==> src/rtl/mips_reg_file.sv <==
// 32 x 32-bit MIPS register file: two combinational read ports with write-through
// bypass, one clocked write port (Rd or Rt destination), reg0 hardwired to zero.
module mips_reg_file (
  input  logic        clk,
  input  logic        arst,
  input  logic        aload,
  input  logic [31:0] busW,
  input  logic        RegWr,
  input  logic        RegDst,
  input  logic [4:0]  Rs,
  input  logic [4:0]  Rt,
  input  logic [4:0]  Rd,
  output logic [31:0] busA,
  output logic [31:0] busB,
  output logic [31:0] r2,
  output logic [31:0] r3,
  output logic [31:0] r4,
  output logic [31:0] r5,
  output logic [31:0] r6,
  output logic [31:0] r7
);

  // Only entries 1..31 hold state; entry 0 is never stored.
  logic [31:0] r_regs [1:31];

  logic [4:0]  w_waddr;
  logic        w_wr_en;
  logic        w_byp_a;
  logic        w_byp_b;
  logic [31:0] w_stored_a;
  logic [31:0] w_stored_b;

  assign w_waddr = RegDst ? Rd : Rt;
  assign w_wr_en = RegWr && !arst && !aload && (w_waddr != 5'd0);

  // Priority: reset, then index preset, then the write port.
  always_ff @(posedge clk) begin
    for (int i = 1; i < 32; i++) begin
      if (arst) begin
        r_regs[i] <= 32'h0000_0000;
      end else if (aload) begin
        r_regs[i] <= 32'(i);
      end else if (w_wr_en && (w_waddr == 5'(i))) begin
        r_regs[i] <= busW;
      end
    end
  end

  always_comb begin
    w_stored_a = 32'h0000_0000;
    w_stored_b = 32'h0000_0000;
    if (Rs != 5'd0) w_stored_a = r_regs[Rs];
    if (Rt != 5'd0) w_stored_b = r_regs[Rt];
  end

  // w_wr_en already excludes reset/preset cycles and address 0.
  assign w_byp_a = w_wr_en && (w_waddr == Rs);
  assign w_byp_b = w_wr_en && (w_waddr == Rt);

  assign busA = w_byp_a ? busW : w_stored_a;
  assign busB = w_byp_b ? busW : w_stored_b;

  assign r2 = r_regs[2];
  assign r3 = r_regs[3];
  assign r4 = r_regs[4];
  assign r5 = r_regs[5];
  assign r6 = r_regs[6];
  assign r7 = r_regs[7];

endmodule

==> config.mk <==
export PLATFORM = sky130hd
export DESIGN_NAME = mips_reg_file
export DESIGN_NICKNAME = d
export VERILOG_FILES = /design/src/rtl/mips_reg_file.sv
export SDC_FILE = /design/constraint.sdc
export NUM_CORES = 2
export LEC_CHECK = 0
export ABC_AREA = 1
export BUFFER_PORTS_ARGS = -buffer_cell sky130_fd_sc_hd__buf_2
export CORE_UTILIZATION = 35
export CTS_CLUSTER_DIAMETER = 80
export CTS_CLUSTER_SIZE = 28
export DETAILED_ROUTE_END_ITERATION = 10
export PLACE_DENSITY = 0.59
export SYNTH_ARGS = -nofsm -noshare
export SYNTH_HDL_FRONTEND = slang
export SYNTH_SLANG_ARGS = --single-unit
==> constraint.sdc <==
create_clock -name clk -period 3.4 [get_ports clk]
set_clock_uncertainty 0.05 [all_clocks]
set_input_delay 0.51 -clock clk [delete_from_list [all_inputs] [get_ports clk]]
set_output_delay 0.51 -clock clk [all_outputs]
set_load 0.005 [all_outputs]
==> out/metrics.yaml <==
cts:
  clock-sinks: 992
  worst_setup_hold_path_clk_slew_ps: 110
  cts_tree: "built"
  clock_path_buffers: 3
  root_buffer: "clkbuf_16"
  cts_setup_buffers: 0
  cts_buffers: 54
  cts-htree-levels: 2
hold_path:
  hold_path_end: "r_regs[7][2]"
  min_from: "busW[2]"
  holdPathStages: 3
  hp-class: "in -> reg"
power:
  internal-power_mw: 19.2
  combPwrFrac_pct: 19.3
  p_leak_nw: 30.0
  powerDensity_nw_per_um2: 426
  swShare_pct: 31.8
  vdd_ir_drop_max_mv: 0.397
  switching_power_mw: 8.98
  seq_power_share_pct: 51.3
  pwr-share-clk_pct: 29.4
  totalPowerFinal_mw: 28.2
global_route:
  grt_pass1_vias: 52700
  grt_max_degree: 88
  antenna_found_initial: 13
  grtUsageTotal_pct: 30.0
  grt_pass1_wl_um: 368000
  globalRouteOverflowTotal: 0
sta:
  fin_crit_ps: 3380
  rsz0062_at_grt: "false"
  slew_violations: 0
  setup_viol: 0
  fmax_mhz: 296
  finalHoldViolations: 0
  fin_crit_sh_pct: 99.4
  setup_tns_ps: 0
  tightest_slew_ps: 1170
  slew_headroom_pct: 21.7
  whs_ps: 134
detailed_routing:
  routed_wl_um: 260000
  routedWlPerCell_um: 25.8
  antenna_left: 0
  drtPass1Iterations: 9
  drc_errors: 0
  drt_iter0_drc: 8969
  vias: 57100
  viasPerCell: 5.67
finish:
  finalNetCount: 7897
  largest-register: "r_regs"
  areaGrowthSynthToFinish_pct: 14.3
  reg_top3: "r_regs: 992 flops"
  largest_register_ffs: 992
  drive_gt1_share_pct: 12.1
  fill_cells: 16600
  final_cell_area_um2: 66300
yosys:
  synth_cell_types: 29
  ys_seq_area_share_pct: 51.4
  synth-seq-cells: 992
  synthSimpleGateAreaFrac_pct: 36.0
  synthCells: 7741
  synth_edf_count: 992
  netlist_area_um2: 58000
  ys_warn_count: 0
  syn_avg_cell_area_um2: 7.49
  synth-xor-area-share_pct: 0
  async_flop_share_pct: 0
  synth-compound-area-share_pct: 3.17
  synth_top_family_by_area: "simple AND/OR/NAND/NOR gates"
  synth_fp_nets: 7793
  synth_fa_ha_area_share_pct: 0
  synth.area.mux_share_pct: 0
  synth_flop_cell: "edfxtp_1"
die:
  die_h_um: 409
  pin_count: 308
  core_area_um2: 165000
  core.rowCount: 149
  chipWidth_um: 409
  die_area_um2: 167000
  initial_core_util_pct: 35.2
run_status:
  status: "finished, final reports clean"
run:
  maxCapViolCount: 0
worst_setup_path:
  criticalPathCategory: "in -> out"
  worst_ep_required_time_ps: 2840
  worst-path-buf-inv: 4
  crit_path_top_delay_cell: "buf_12"
  critPathLaunch: "Rs[0]"
  crit_path_frequent_cell: "nand2_1"
  worst_setup_path_end_kind: "primary output"
  cp_slowest_stage_delay_ps: 350
  worstPathMaxFanout: 44
  cp_top_family: "simple AND/OR/NAND/NOR gates"
  path_cells: "buf_8 -> inv_8 -> buf_12 -> nand2_1 -> a31oi_1 -> nand2_1 -> nand2_1 -> nor2_1 -> nand2_1 -> nand2_1 -> buf_2"
  cp_data_arrival_time_ps: 2820
  start_kind: "input port"
placed_design:
  numPortBuffers: 307
  gp_congestion: 0.972
  place_area_um2: 64300
  hpwl_um: 165000
## cell type report
type / count / area [µm²] / share of cell area (%)
Antenna cell: 5 / 12.5 / 0.0189
Multi-Input combinational cell: 5341 / 22900 / 34.5
Tap cell: 2189 / 2740 / 4.13
Clock inverter: 41 / 551 / 0.831
Inverter: 789 / 3000 / 4.52
Timing Repair Buffer: 667 / 5910 / 8.92
Clock buffer: 57 / 1380 / 2.09
Sequential cell: 992 / 29800 / 45.0
## worst min-delay path: cells and delay by family
kind	cells	cell delay (ps)
buffers and inverters	1	190
and+or+nand+nor	2	130
## cell usage after synthesis, types with 2 or more instances
library cell  number  share of area, %
nand2_1         2466                16
nand3_1         1263                11
nor2_1          1182               7.7
edfxtp_1         992                51
inv_1            776               5.0
clkbuf_1         423               2.7
buf_2            153               1.3
o211ai_1         118               1.5
o21ai_0          114              0.98
or2_2            111               1.2
buf_1             38              0.25
a21oi_1           32              0.28
a31oi_1           32              0.35
inv_2              9             0.058
buf_4              5             0.065
nand2_2            5             0.054
nor3_1             4             0.035
clkinv_1           3             0.019
nor2_2             3             0.032
nand2_4            2             0.039
nand3b_1           2             0.026
## cell families (layout without fill, tap and decap cells)
| logic type | after synthesis | after routing |
|---|---|---|
| AND/OR/NAND/NOR | 5043 | 5043 |
| buffers and inverters | 1408 | 1554 |
| flip-flops | 992 | 992 |
| AO/OA/AOI/OAI | 298 | 298 |
| other | 0 | 5 |
## timing repair
action	4_1_cts	5_1_grt
hold buffers	0	0
endpoints found under the hold margin	0	0
resized for setup	0	2
endpoints found under the setup margin	0	2
## stage by stage
stage	worst slack [ps]	std cells	util, %
CTS	113	10100	40.2
global route	13.1	10100	40.2
floorplan	553	7741	-
finish	21.8	10100	40.2
global placement	120	9978	39.0
detailed placement	145	9978	39.0
## power by group through the flow
| stage | Combinational [mW] | Sequential (mW) | Clock (mW) |
|---|---|---|---|
| 5_1_grt | 5.73 | 14.5 | 8.64 |
| 3_5_place_dp | 5.22 | 14.7 | 0 |
| 3_3_place_gp | 5.18 | 14.7 | 0 |
| 2_1_floorplan | 2.71 | 14.6 | 0 |
| 6_report | 5.43 | 14.5 | 8.30 |
| 4_1_cts | 5.24 | 14.5 | 8.33 |
## routing by layer
| layer | track usage, % | wire (µm) |
|---|---|---|
| met5 | 0 | 80 |
| met4 | 15.1 | 13400 |
| met3 | 8.14 | 36600 |
| met1 | 40.2 | 99200 |
| met2 | 44.5 | 111000 |
## cells in the final DEF, fill, tap and decap left out, drive strengths merged, types with 4 or more instances in the layout
cell type	Yosys	routed
a31oi	32	32
clkbuf	423	57
inv	786	800
nand3	1264	1264
a21oi	33	33
edfxtp	992	992
o211ai	118	118
nand2	2473	2473
bufinv	0	4
o21ai	115	115
or2	111	111
buf	196	667
diode	0	5
nor2	1185	1185
nor3	5	5
clkinv	3	25
## how the worst max path moves through the flow
stage	end	slack (ps)	cells after the start
detailed placement	busA[23]	150	15
global placement	busA[23]	120	15
floorplan	r_regs[7][0]	550	10
global route	busA[26]	10	14
CTS	busB[27]	110	9
finish	busA[27]	20	11
Power figures use the tool's default switching activity.
